<file path="config.mk">
export PLATFORM = sky130hd
export DESIGN_NAME = regfile_wb_arbiter
export DESIGN_NICKNAME = d
export VERILOG_FILES = /design/src/rtl/regfile_wb_arbiter.sv
export SDC_FILE = /design/constraint.sdc
export NUM_CORES = 1
export LEC_CHECK = 0
export BUFFER_PORTS_ARGS = -buffer_cell sky130_fd_sc_hd__buf_4
export CORE_UTILIZATION = 50
export DETAILED_ROUTE_END_ITERATION = 16
export GPL_TIMING_DRIVEN = 0
export PLACE_DENSITY = 0.87
export RECOVER_POWER = 50
export SYNTH_ARGS = -nofsm -noshare
export SYNTH_HDL_FRONTEND = slang
export SYNTH_SLANG_ARGS = --single-unit
</file>
<file path="constraint.sdc">
create_clock -name clk -period 6.34 [get_ports clk]
set_clock_uncertainty 0.2 [all_clocks]
set_input_delay 0.951 -clock clk [delete_from_list [all_inputs] [get_ports clk]]
set_output_delay 0.951 -clock clk [all_outputs]
set_load 0.005 [all_outputs]
</file>
<file path="src/rtl/regfile_wb_arbiter.sv">
// rtl/regfile_wb_arbiter.sv - round-robin writeback arbiter for the register-file write port
// Registers the granted write as a one-hot bank strobe and publishes it for forwarding.
module regfile_wb_arbiter #(
  parameter int NUM_REQ  = 3,
  parameter int NUM_REGS = 32,
  parameter int ADDR_W   = 5,
  parameter int DATA_W   = 32
) (
  input  logic                      clk,
  input  logic                      clr_n,
  input  logic                      hold,
  input  logic [NUM_REQ-1:0]        req_valid,
  input  logic [NUM_REQ*ADDR_W-1:0] req_addr,
  input  logic [NUM_REQ*DATA_W-1:0] req_data,
  output logic [NUM_REQ-1:0]        req_ready,
  output logic [NUM_REGS-1:0]       reg_we,
  output logic [DATA_W-1:0]         reg_wdata,
  output logic                      wb_valid,
  output logic [ADDR_W-1:0]         wb_addr
);

  localparam int PTR_W = (NUM_REQ > 1) ? $clog2(NUM_REQ) : 1;

  logic [PTR_W-1:0]    rr_ptr;
  logic [PTR_W-1:0]    gnt_idx;
  logic [PTR_W-1:0]    ptr_next;
  logic                xfer;
  logic [ADDR_W-1:0]   sel_addr;
  logic [DATA_W-1:0]   sel_data;
  logic [NUM_REGS-1:0] we_next;
  int                  idx;

  // Scan from the farthest offset down so the requester closest to rr_ptr is the last to overwrite.
  always_comb begin
    req_ready = '0;
    gnt_idx   = '0;
    idx       = 0;
    if (clr_n && !hold) begin
      for (int j = NUM_REQ - 1; j >= 0; j--) begin
        idx = (int'(rr_ptr) + j) % NUM_REQ;
        if (req_valid[idx]) begin
          req_ready      = '0;
          req_ready[idx] = 1'b1;
          gnt_idx        = PTR_W'(idx);
        end
      end
    end
  end

  assign xfer     = |req_ready;
  assign sel_addr = req_addr[int'(gnt_idx)*ADDR_W +: ADDR_W];
  assign sel_data = req_data[int'(gnt_idx)*DATA_W +: DATA_W];
  assign ptr_next = (gnt_idx == PTR_W'(NUM_REQ - 1)) ? '0 : gnt_idx + 1'b1;

  // Register 0 and addresses beyond the bank match no enable bit, so those writes vanish.
  always_comb begin
    we_next = '0;
    for (int r = 1; r < NUM_REGS; r++) begin
      we_next[r] = (sel_addr == ADDR_W'(r));
    end
  end

  always_ff @(posedge clk or negedge clr_n) begin
    if (!clr_n) begin
      rr_ptr    <= '0;
      reg_we    <= '0;
      reg_wdata <= '0;
      wb_valid  <= 1'b0;
      wb_addr   <= '0;
    end else if (xfer) begin
      rr_ptr    <= ptr_next;
      reg_we    <= we_next;
      reg_wdata <= sel_data;
      wb_valid  <= |we_next;
      wb_addr   <= sel_addr;
    end else begin
      reg_we    <= '0;
      wb_valid  <= 1'b0;
    end
  end

endmodule

</file>
== Yosys cells after proc, flatten, opt, wreduce, memory -nomap -nowiden ==
Cells that the tools add are included.

* Flip-flop bits (word level): 72
* Logic and storage cells: 85
* Input port bits: 117
* Output and inout bits: 73

* Shifts and indexed selects: 2
* Muxes and demuxes: 26
* Reductions and logical operators: 7
* Equal/unequal tests: 32
* Magnitude comparators: 6
* Multiply operators: 1
* Div/mod/pow operators: 3
* $add $sub $neg: 3

{| class="wikitable"
|+ Operators by type and width
! operator !! count
|-
| >= comparator 32 x 1 -> 1 bit, second input constant || 3
|-
| less-than comparator 32 x 4 -> 1 bit, second input constant || 3
|-
| indexed part select 96 x 8 -> 32 bit || 1
|-
| == test 5 bit, second input constant || 16
|-
| modulo 32 x 3 -> 32 bit, second input constant || 2
|-
| == test 5 x 4 -> 1 bit, second input constant || 8
|-
| modulo 3 x 3 -> 32 bit, second input constant || 1
|-
| 2-to-1 mux 32 bit || 1
|-
| OR reduction 31 bit || 1
|-
| == test 5 x 3 -> 1 bit, second input constant || 4
|-
| indexed part select 15 x 6 -> 5 bit || 1
|-
| 2-to-1 mux 3 bit || 4
|-
| == test 5 x 2 -> 1 bit, second input constant || 2
|-
| 2-to-1 mux 1 bit || 10
|-
| 2-to-1 mux 2 bit || 5
|-
| binary-select mux 1 bit (select 2 bit) || 3
|-
| demux 1 bit (select 2 bit) || 3
|-
| == test 5 x 1 -> 1 bit, second input constant || 1
|-
| multiplier 2 x 3 -> 5 bit, second input constant || 1
|-
| logical AND 1 bit || 4
|-
| adder 2 x 1 -> 3 bit, second input constant || 1
|-
| adder 2 x 2 -> 3 bit, second input constant || 1
|-
| OR reduction 3 bit || 1
|-
| adder 2 x 1 -> 2 bit, second input constant || 1
|-
| other kinds (2) || 2
|}

== Longest topological paths before layout ==
* Depth after elaboration: 14
* Gate-level depth with buffers: 13
* Gate-level depth less buffers: 10

== Worst setup path after synthesis ==
OpenSTA, ideal clock, no wires.

* Path kind: input-to-output
* Start point: input port req_valid[2]
* End point: output port req_ready[2]
* Cell stages on the path: 8
* Arrival: 2.081 ns
* Setup slack: 3.108 ns
* Data required time: 5.189 ns
* Buffers on the path: 4
* Path through: clkbuf_2 mux2i_1 or2_0 a21o_1 buf_6 inv_6 buf_4 buf_2

* Longest elaborated chain between the ends: 7
* Elaborated cells between the ends (all ways): 13
* Those cells by class: 13 x mux

{| class="wikitable"
|+ RTL lines
! what !! line !! text
|-
| from (decl) || 12 || <nowiki>input logic [NUM_REQ-1:0] req_valid,</nowiki>
|-
| binary-select mux 1 bit (select 2 bit) || 41 || <nowiki>if (req_valid[idx]) begin</nowiki>
|-
| 2-to-1 mux 1 bit (implied by the code) (2 in series) || 41 ||
|-
| 2-to-1 mux 3 bit (2 in series) || 41 ||
|-
| 2-to-1 mux 3 bit (*) || 41 ||
|-
| 2-to-1 mux 3 bit (*) || 38 || <nowiki>if (clr_n && !hold) begin</nowiki>
|-
| to (decl) || 15 || <nowiki>output logic [NUM_REQ-1:0] req_ready,</nowiki>
|}

Mark *: on every way between the ends. The rest lies on a longest branch, timed or not. The select of a mux whose other input is x is not followed.

== Worst setup path after layout ==
* Start point: input port clr_n
* End point: output port req_ready[2]

* Longest elaborated chain between the ends: 2

{| class="wikitable"
|+ RTL lines
! what !! line !! text
|-
| from (decl) || 10 || <nowiki>input logic clr_n,</nowiki>
|-
| logical AND 1 bit || 38 ||
|-
| 2-to-1 mux 3 bit || 38 ||
|}

Every way passes these cells.

==> results.sh <==
export IMPL_wl_per_cell_um=15.8
export IMPL_path_cells="buf_4 -> nor2b_1 -> o21ai_0 -> a21o_1 -> buf_6 -> inv_6 -> buf_4 -> buf_2 -> buf_4"
export IMPL_worst_setup_path_start_kind="input port"
export IMPL_vias=3551
export IMPL_whs_ns=0.308
export IMPL_min_period_ns=4.21
export IMPL_cp_max_fo=72
export IMPL_n_antenna_cell=0
export IMPL_crit_path_frequent_cell="buf_4"
export IMPL_yosysTopAreaCell="dfrtp_1"
export IMPL_post_cts_resized=0
export IMPL_clk_pin_slew_ns=0.08
export IMPL_ys_flop_type="dfrtp_1"
export IMPL_drv_slew=0
export IMPL_grt_first_pass_wirelength_mm=15.9
export IMPL_die_w_um=88.8
export IMPL_rsz0062_at_grt="no"
export IMPL_nNetsFinal=679
export IMPL_grt_usage_pct=26.8
export IMPL_std_cell_rows=31
export IMPL_critical_path_class="in -> out"
export IMPL_ant_nets=0
export IMPL_cts_hold_buffers_added=0
export IMPL_netlist_area_leader_share_pct=47.1
export IMPL_fin_cells=663
export IMPL_clk_insertion_delay_late_ns=0.33
export IMPL_power_density_nw_per_um2=328
export IMPL_p_leak_uw=0.00256
export IMPL_htreeDepth=3
export IMPL_core_area_um2=7250
export IMPL_fmax_mhz=238
export IMPL_cts_tree="done"
export IMPL_die_height_um=88.8
export IMPL_grt_max_degree=73
export IMPL_placed_cells=647
export IMPL_worstPathArrival_ns=3.06
export IMPL_tns_ns=0
export IMPL_ys_ff_latch=71
export IMPL_wl_mm=10.5
export IMPL_synth_edf_count=0
export IMPL_drtIter0Drc=208
export IMPL_async_flop_share_pct=100
export IMPL_synth_area_um2=3770
export IMPL_worst_pin_slew_ns=0.864
export IMPL_syn_inst=361
export IMPL_dieArea_um2=7890
export IMPL_grt_pass1_vias=3297
export IMPL_finalSetupViolCount=0
export IMPL_status="finished clean"
export IMPL_slew_headroom_pct=42.4
export IMPL_yosysUniqueCellTypes=48
export IMPL_hold_viol=0
export IMPL_yosys_top_cells_area="dfrtp_1, mux2i_1, mux2_2"
export IMPL_dr_pass1_iters=5
export IMPL_routabilityCongestion=0.842
export IMPL_crit_path_end_kind="output pin"
export IMPL_drive_gt1_share_pct=45.0
export IMPL_cts_setup_buffers=0
export IMPL_hpwl_mm=8.11
export IMPL_start_util_pct=52.0
export IMPL_slowest_stage="buf_4"
export IMPL_dr_max_layer_used="met4"
export IMPL_hold_class="reg -> reg"
export IMPL_synth_nets=481
export IMPL_worstPathRequired_ns=5.19
export IMPL_grt_overflow=0
export IMPL_area_delta_synth_final_pct=44.7
export IMPL_avgSynthCellArea_um2=10.4
export IMPL_antenna_found_initial=0
export IMPL_cts_buffers=9
export IMPL_io_pins=190
export IMPL_ir_drop_mv=0.153
export IMPL_clock_root_buffer="clkbuf_8"
export IMPL_cts_buffer_depth=2
export IMPL_finalCritPeriodShare_pct=66.4
export IMPL_port_buffers=187
export IMPL_cpPeakStageDelay_ns=0.63
export IMPL_ys_warn_count=0
export IMPL_cts_sinks=71
export IMPL_wl_met2_mm=5.25
export IMPL_route_met3_wl_um=611
export IMPL_via_per_inst=5.36
export IMPL_ys_seq_area_share_pct=47.1
export IMPL_drc=0
export IMPL_wl_met1_mm=4.33
export IMPL_cap_violations=0
logic make-up (layout without fill, tap and decap cells):
family / after synthesis / after routing / share of synthesized area (%)
compound gates: 71 / 71 / 13.2
fa+ha+maj: 3 / 3 / 0.996
buf+inv: 33 / 236 / 4.65
flops: 71 / 71 / 47.1
mux: 73 / 73 / 20.4
other cells: 1 / 1 / 0.0995
simple gates: 109 / 109 / 13.5
cells in the final DEF, fill, tap and decap left out, types with 2 or more instances in the layout:
cell	n
clkbuf_4	29
clkinvlp_4	2
o211ai_1	3
nor2b_1	6
and2_1	2
inv_6	4
nand2b_1	4
dfrtp_1	71
a221o_1	12
nor2_2	8
inv_1	6
buf_2	9
nor3_1	14
a32oi_1	2
o21ai_0	27
a31oi_1	2
buf_4	158
o22ai_1	2
a21oi_1	3
a21o_1	3
o22a_1	2
o21ai_1	3
nor2_1	35
clkbuf_1	15
nand4_1	2
ha_1	3
nand2_1	30
a22oi_1	2
mux2_2	28
clkbuf_8	9
o31ai_1	3
mux2i_1	44
worst max-delay path, delay by kind of cell:
family,cells,cell delay [ns]
buffers and inverters,6,1.42
and+or+nand+nor,1,0.30
AOI/OAI and AO/OA,2,0.31
routing by layer:
layer	vias to the layer above	GRT usage (%)
li1	1682	-
met1	1683	33.3
met2	163	46.5
met3	23	5.41
met4	0	9.09
met5	-	0
sequential cells by signal, indices dropped and copies added (netlist names):
register	flops
reg_wdata	32
reg_we	31
rr_ptr	2
wb_addr	5
wb_valid	1
metrics by stage:
step	worst slack (ns)	cell area, um^2	utilization [%]	total power, uW
after floorplan	3.11	3770	-	1090
after global placement	2.17	5300	73.0	1440
after detailed placement	2.13	5300	73.0	1470
after CTS	2.13	5480	75.6	1810
after global routing	1.93	5460	75.2	1890
final	2.13	5460	75.2	1790
synthesized netlist by cell type, types with 3 or more instances:
| library cell | n |
|---|---|
| dfrtp_1 | 71 |
| mux2i_1 | 44 |
| nor2_1 | 35 |
| nand2_1 | 30 |
| mux2_2 | 28 |
| o21ai_0 | 27 |
| nor3_1 | 14 |
| a221o_1 | 12 |
| buf_2 | 9 |
| clkbuf_1 | 8 |
| nor2_2 | 8 |
| buf_4 | 7 |
| inv_1 | 6 |
| nor2b_1 | 6 |
| nand2b_1 | 4 |
| a21o_1 | 3 |
| a21oi_1 | 3 |
| ha_1 | 3 |
| o211ai_1 | 3 |
| o21ai_1 | 3 |
| o31ai_1 | 3 |
worst paths after layout:
kind	from	slack (ns)	endpoint	depth (start not counted)
min in group asynchronous	clr_n	0.50	reg_wdata[9]	1
max in group asynchronous	clr_n	4.85	reg_we[2]	1
setup / recovery	clr_n	2.13	req_ready[2]	9
setup reg to reg	rr_ptr[1]	3.14	wb_addr[3]	11
hold reg to reg	reg_wdata[20]	0.31	reg_wdata[20]	1
hold / removal	reg_wdata[20]	0.31	reg_wdata[20]	1
layout make-up:
class / instances / area, um^2
buffer: 26 / 144
clock inverter: 7 / 61.3
fill: 531 / 1800
timing repair buffer: 187 / 1380
inverter: 7 / 31.3
tap: 99 / 124
multi-input combinational: 257 / 1820
sequential: 71 / 1780
clock buffer: 9 / 124
where the power goes:
group | internal (uW) | switching, uW
sequential | 585 | 71.3
combinational | 438 | 359
clock | 149 | 189
(Power assumes the default switching activity.)
